**src/rtl/seq_divider.sv**
```systemverilog
// Iterative unsigned restoring divider: one quotient bit per clock, MSB first.
// Results and the divide-by-zero flag are registered and held until the next accepted start.
//
// state | meaning
// IDLE  | waiting for start; previous results held
// RUN   | one restoring step per clock, WIDTH steps total
// DONE  | one-cycle done pulse, then back to IDLE
module seq_divider #(
    parameter int WIDTH = 8
) (
    input  logic             clk,
    input  logic             rst,
    input  logic             start,
    input  logic [WIDTH-1:0] dividend,
    input  logic [WIDTH-1:0] divisor,
    output logic             busy,
    output logic             done,
    output logic [WIDTH-1:0] quotient,
    output logic [WIDTH-1:0] remainder,
    output logic             div_by_zero
);

    localparam int CNT_W = $clog2(WIDTH);

    typedef enum logic [1:0] {IDLE, RUN, DONE} state_t;

    state_t           state, state_next;
    logic [WIDTH:0]   rem_r;
    logic [WIDTH+1:0] rem_shift;
    logic [WIDTH+1:0] rem_sub;
    logic [WIDTH:0]   rem_next;
    logic [WIDTH-1:0] dvd_r;
    logic [WIDTH-1:0] dvs_r;
    logic [WIDTH-1:0] quo_next;
    logic [CNT_W-1:0] cnt;
    logic             accept;
    logic             last_step;
    logic             fits;

    assign accept    = (state == IDLE) && start;
    assign last_step = (state == RUN) && (cnt == CNT_W'(WIDTH - 1));

    // The borrow out of the subtraction doubles as the r' >= divisor compare.
    assign rem_shift = {rem_r, dvd_r[WIDTH-1]};
    assign rem_sub   = rem_shift - {2'b00, dvs_r};
    assign fits      = ~rem_sub[WIDTH+1];
    assign rem_next  = fits ? rem_sub[WIDTH:0] : rem_shift[WIDTH:0];
    assign quo_next  = {dvd_r[WIDTH-2:0], fits};

    always_ff @(posedge clk or posedge rst) begin
        if (rst) begin
            state <= IDLE;
        end else begin
            state <= state_next;
        end
    end

    always_comb begin
        state_next = state;
        case (state)
            IDLE:    if (start) state_next = RUN;
            RUN:     if (last_step) state_next = DONE;
            DONE:    state_next = IDLE;
            default: state_next = IDLE;
        endcase
    end

    // The dividend register shifts left each step; freed LSBs collect quotient bits.
    always_ff @(posedge clk or posedge rst) begin
        if (rst) begin
            rem_r       <= '0;
            dvd_r       <= '0;
            dvs_r       <= '0;
            cnt         <= '0;
            busy        <= 1'b0;
            done        <= 1'b0;
            quotient    <= '0;
            remainder   <= '0;
            div_by_zero <= 1'b0;
        end else begin
            busy <= (state_next != IDLE);
            done <= (state_next == DONE);
            if (accept) begin
                dvd_r       <= dividend;
                dvs_r       <= divisor;
                rem_r       <= '0;
                cnt         <= '0;
                div_by_zero <= (divisor == '0);
            end else if (state == RUN) begin
                rem_r <= rem_next;
                dvd_r <= quo_next;
                cnt   <= cnt + 1'b1;
                if (last_step) begin
                    quotient  <= quo_next;
                    remainder <= rem_next[WIDTH-1:0];
                end
            end
        end
    end

endmodule

```
**config.mk**
```make
export PLATFORM = sky130hd
export DESIGN_NAME = seq_divider
export DESIGN_NICKNAME = d
export VERILOG_FILES = /design/src/rtl/seq_divider.sv
export SDC_FILE = /design/constraint.sdc
export NUM_CORES = 1
export LEC_CHECK = 0
export BUFFER_PORTS_ARGS = -buffer_cell sky130_fd_sc_hd__buf_2
export CAP_MARGIN = 30
export CORE_MARGIN = 10
export CORE_UTILIZATION = 40
export CTS_CLUSTER_SIZE = 14
export DETAILED_ROUTE_END_ITERATION = 16
export PLACE_DENSITY = 0.66
export RECOVER_POWER = 50
export SYNTH_ARGS = -nofsm -noshare
export SYNTH_HDL_FRONTEND = slang
export SYNTH_SLANG_ARGS = --single-unit
export TNS_END_PERCENT = 50
```
**constraint.sdc**
```tcl
create_clock -name clk -period 2.2 [get_ports clk]
set_input_delay 0 -clock clk [delete_from_list [all_inputs] [get_ports clk]]
set_output_delay 0 -clock clk [all_outputs]
set_load 0.01 [all_outputs]
```
======== Yosys cells after proc, flatten, opt, wreduce, memory -nomap -nowiden ========
Cells that the tools add are included.
cells by class
  $add $sub $neg .......................... 2
  eq/ne operators ......................... 3
  mux-type cells .......................... 10
  bitwise gates (word level) .............. 2
  reductions and logical operators ........ 7
operators by type and width
  cell                   number
  $mux W9                3
  $mux W8                2
  $sub A10 B8 Y10        1
  $logic_not A8 Y1       1
  $mux W3                2
  $mux W2                2
  $pmux W2 S2            1
  $reduce_bool A2 Y1     2
  $add A3 B1 Y3 const B  1
  $eq A3 B3 Y1 const B   1
  $reduce_and A3 Y1      1
  $eq A2 B1 Y1 const B   1
  $eq A2 B2 Y1 const B   1
  $logic_and A1 B1 Y1    2
  $logic_not A2 Y1       1
  $not A1 Y1             2
word-level totals
  register bits after elaboration ......... 49
  input bits .............................. 19
  output and inout port bits .............. 19
  word-level logic and storage cells ...... 34

======== Longest topological paths before layout ========
  word-level depth ........................ 5
  gate-level depth with buffers ........... 10

======== Worst setup path after synthesis ========
OpenSTA, ideal clock, no wires.
  kind .................................... register -> register
  start point ............................. register rem_r[1]
  end point ............................... register rem_r[7]
  library setup time ...................... 0.138 ns
  arrival time ............................ 1.941 ns
  required time ........................... 2.062 ns
  setup slack ............................. 0.121 ns
  stages on the path, launching flop included .. 9
  buffers on the path ..................... 1
  clock period less this slack ............ 2.079 ns
  cell sequence ........................... dfrtp_1 -> ha_1 -> a21oi_2 -> a211oi_1 -> or3_4 -> and2_4 -> buf_6 -> a31oi_1 -> o22ai_1
on the way
  longest elaborated chain between the ends .. 4
RTL lines
  what                    RTL line  source
  start, declared         28        logic [WIDTH:0] rem_r;
  start signal, assigned  90        rem_r <= rem_next;
  $sub A10 B8 Y10         45        assign rem_sub = rem_shift - {2'b00, dvs_r};
  $mux W9                 47        assign rem_next = fits ? rem_sub[WIDTH:0] : rem_shift[WIDTH:0];
  $mux W9                 89        end else if (state == RUN) begin
  $mux W9                 83        if (accept) begin
Every way passes these cells. The select of a mux whose other input is x is not followed.
A chain may end at the register's enable or synchronous reset.

======== Worst setup path in the final report ========
  start point ............................. register dvd_r[7]
  end point ............................... register rem_r[6]
on the way
  longest elaborated chain between the ends .. 4
RTL lines
  what                    RTL line  source
  start, declared         32        logic [WIDTH-1:0] dvd_r;
  start signal, assigned  84        dvd_r <= dividend;
  start signal, assigned  91        dvd_r <= quo_next;
  $sub A10 B8 Y10         45
  $mux W9                 47
  $mux W9                 89
  $mux W9                 83
Every way passes these cells. The select of a mux whose other input is x is not followed.

==> qor.yml <==
status:
  status: "complete, no violations"
setup_path:
  cp-end-kind: "register"
  crit_chain: "inv_1 > ha_2 > inv_2 > fa_2 > a211oi_4 > o21bai_1 > a21oi_1 > xnor2_1 > mux2i_4 > o21ai_1"
  required_ps: 2420
  cpPeakStageDelay_ps: 420
  crit_arrival_ps: 2400
  cp_num_buf_inv: 2
  cp-start-kind: "register"
  worstSetupPathType: "register to register"
  critical_path.max_fanout: 3
  cp_slowest_cell: "dfrtp_1"
  cpLargestDelayFamily: "compound AO/OA/AOI/OAI gates"
synth:
  syn_inst: 249
  synth_most_common_cell: "nand2_1"
  synth_nets: 279
  yosysSeqAreaShare: 0.5174
  ys_warn_count: 0
  synth-edff-count: 0
  synth_top_area_frac: 0.5174
  synth_cell_type_count: 42
  syn_area_um2: 2370
  synth_top_area_cell: "dfrtp_1"
  avgSynthCellArea_um2: 9.517
  async_flop_share: 1.000
  synth_ff_type: "dfrtp_1"
  synth_commonest_cells: "nand2_1 (64), dfrtp_1 (49), o21ai_1 (18)"
  synth_area_leaders: "dfrtp_1 (52%), nand2_1 (10%), ha_1 (5.3%)"
  ys_ff_latch: 49
routing:
  vias: 2002
  drt-initial-drc-count: 107
  drt_wl_total_mm: 6.060
  ant_nets: 0
  drcViolationCount: 0
  wl_per_cell_um: 15.70
  vias_per_cell: 5.187
  dr.pass1.iters: 4
floorplan:
  fp.coreArea_um2: 5642
  die_x_um: 96.97
  die_area_um2: 9403
  die_h_um: 96.97
  ios: 38
  initial_core_util: 0.4200
  rows: 27
clock_tree:
  clk_pin_slew_ps: 100
  worstSkewPairLatency_ps: 300
  cts_root_buf: "clkbuf_8"
  cts_sinks: 49
  cts_tree: "done"
  clk_path_buf_depth: 2
  cts_buffers: 5
  htree_levels: 2
placed_design:
  place_area_um2: 2681
  dpl.hpwl_mm: 4.312
  gp_congestion: 0.9528
  port_buffers: 37
  dp_cells: 359
finish:
  final_cell_area_um2: 3129
  areaGrowthSynthToFinish_pct: 32.05
  final_cells: 386
  final_nets: 343
  antennaDiodeCount: 0
  fin_util: 0.5547
  drive_gt1_frac: 0.2293
global_route:
  grt_max_degree: 21
  antenna_found_initial: 0
  grt.total_usage: 0.1221
  grt_pass1_vias: 2018
  grt_pass1_wl_mm: 9.873
  grt.overflow.total: 0
sta:
  finalCritPeriodShare: 0.9879
  clock_skew_ps: 8.684
  slew_headroom: 0.4931
  holdWs_ps: 5.628
  fin_crit_ps: 2173
  finalSetupViolCount: 0
  tightest_slew_ps: 759.5
  finalMaxSlewViolations: 0
  timing.fmax_mhz: 460.1
  tns_ps: 0
  final-hold-violation-count: 0
  rsz0062_at_grt: "true"
power_and_ir_drop:
  switching_share: 0.4271
  power_density_nw_per_um2: 1897
  ir_worst_vdd_mv: 1.061
  combPwrFrac: 0.612
  p_sw_uw: 2535
  power_leakage_uw: 0.001407
  pwr-share-clk: 0.113
  sequentialPowerShare: 0.275
  p_int_uw: 3400
min_path:
  min_path_type: "input pin to register"
run:
  cap_violations: 0
layout make-up:
class / count / area [µm²]
fillers: 509 / 2512
flip-flops and latches: 49 / 1229
repair buffers: 66 / 402.9
inverters: 14 / 52.55
multi-input cells: 177 / 1239
clock inverters: 3 / 47.55
well taps: 72 / 90.09
clock buffers: 5 / 68.82
state kept, by name, summed over array words and instances, names as in the netlist:
| register | cells |
|---|---|
| div_by_zero | 1 |
| dvd_r | 8 |
| state | 2 |
| remainder | 8 |
| quotient | 8 |
| busy | 1 |
| done | 1 |
| dvs_r | 8 |
| rem_r | 9 |
| cnt | 3 |
through the flow:
| step | setup slack, ps | power (µW) |
|---|---|---|
| floorplan | 121.2 | 3564 |
| global placement | -51.73 | 4226 |
| detailed placement | -123.7 | 4319 |
| CTS | 2.445 | 5190 |
| global route | -94.18 | 6426 |
| finish | 26.72 | 5935 |
layout by cell type (no fill, tap or decap), drive strengths merged, types with 2 or more instances in the layout:
cell type | synthesis | routed
a211oi | 4 | 4
a21o | 4 | 4
a21oi | 6 | 6
a22o | 2 | 2
a22oi | 5 | 5
a31oi | 2 | 2
and2 | 2 | 3
buf | 2 | 33
clkbuf | 8 | 26
dfrtp | 49 | 49
dlygate4sd3 | 0 | 12
ha | 10 | 10
inv | 13 | 15
mux2i | 7 | 7
nand2 | 64 | 64
nand2b | 2 | 2
nand3 | 5 | 5
nand3b | 2 | 2
nor2 | 3 | 3
nor2b | 3 | 3
nor4 | 2 | 2
o21ai | 35 | 35
or3 | 2 | 2
xnor2 | 3 | 3
xor2 | 2 | 2
what timing repair did:
action	CTS	global route
endpoints found under the hold margin	30	0
hold buffers	12	0
gates resized for setup	7	30
setup endpoints to repair	5	17
buffers inserted	0	6
pin swaps	0	6
gates cloned	0	1
routing by layer:
layer,GRT usage,vias to the layer above,wire (µm)
met3,0.03265,8,276
met2,0.2076,39,3002
met5,0,-,0
li1,-,983,-
met4,0.02706,0,82
met1,0.1498,972,2699
path summary, 6_finish.rpt:
path,from,endpoint,slack (ps),depth (start not counted)
max,dvd_r[7]$_DFFE_PP0P_,rem_r[6]$_DFFE_PP0P_,30,10
min,dividend[2],dvd_r[2]$_DFFE_PP0P_,6,3
max reg2reg,dvd_r[7]$_DFFE_PP0P_,rem_r[6]$_DFFE_PP0P_,30,10
min reg2reg,quotient[3]$_DFFE_PP0P_,quotient[3]$_DFFE_PP0P_,490,2
max in group asynchronous,rst,rem_r[8]$_DFFE_PP0P_,780,4
min in group asynchronous,rst,dvd_r[4]$_DFFE_PP0P_,360,3
power groups by stage:
stage,Combinational (µW),Clock (µW),Sequential (µW)
floorplan,1960,0,1610
global placement,2620,0,1610
detailed placement,2700,0,1620
CTS,2900,682,1610
global route,4010,723,1690
finish,3630,670,1640
worst reg2reg max path, cell delays in order, from the launching register on:
cell and delay (ps):
dfrtp_1 420, inv_1 70, ha_2 180, inv_2 40
fa_2 360, a211oi_4 270, o21bai_1 110, a21oi_1 170
xnor2_1 200, mux2i_4 130, o21ai_1 150
logic make-up (layout without fill, tap and decap cells):
family                   Yosys count  count (layout)  share of synthesized area
flip-flops                        49              49                     0.5174
AND/OR/NAND/NOR                   88              89                     0.1626
buffers and inverters             24              88                    0.04171
multiplexers                       7               7                    0.02957
adder cells (fa/ha/maj)           11              11                    0.06125
XOR/XNOR                           5               5                    0.01848
AO/OA/AOI/OAI                     65              65                     0.1690
Note: power is estimated with default switching activity, not from simulation.
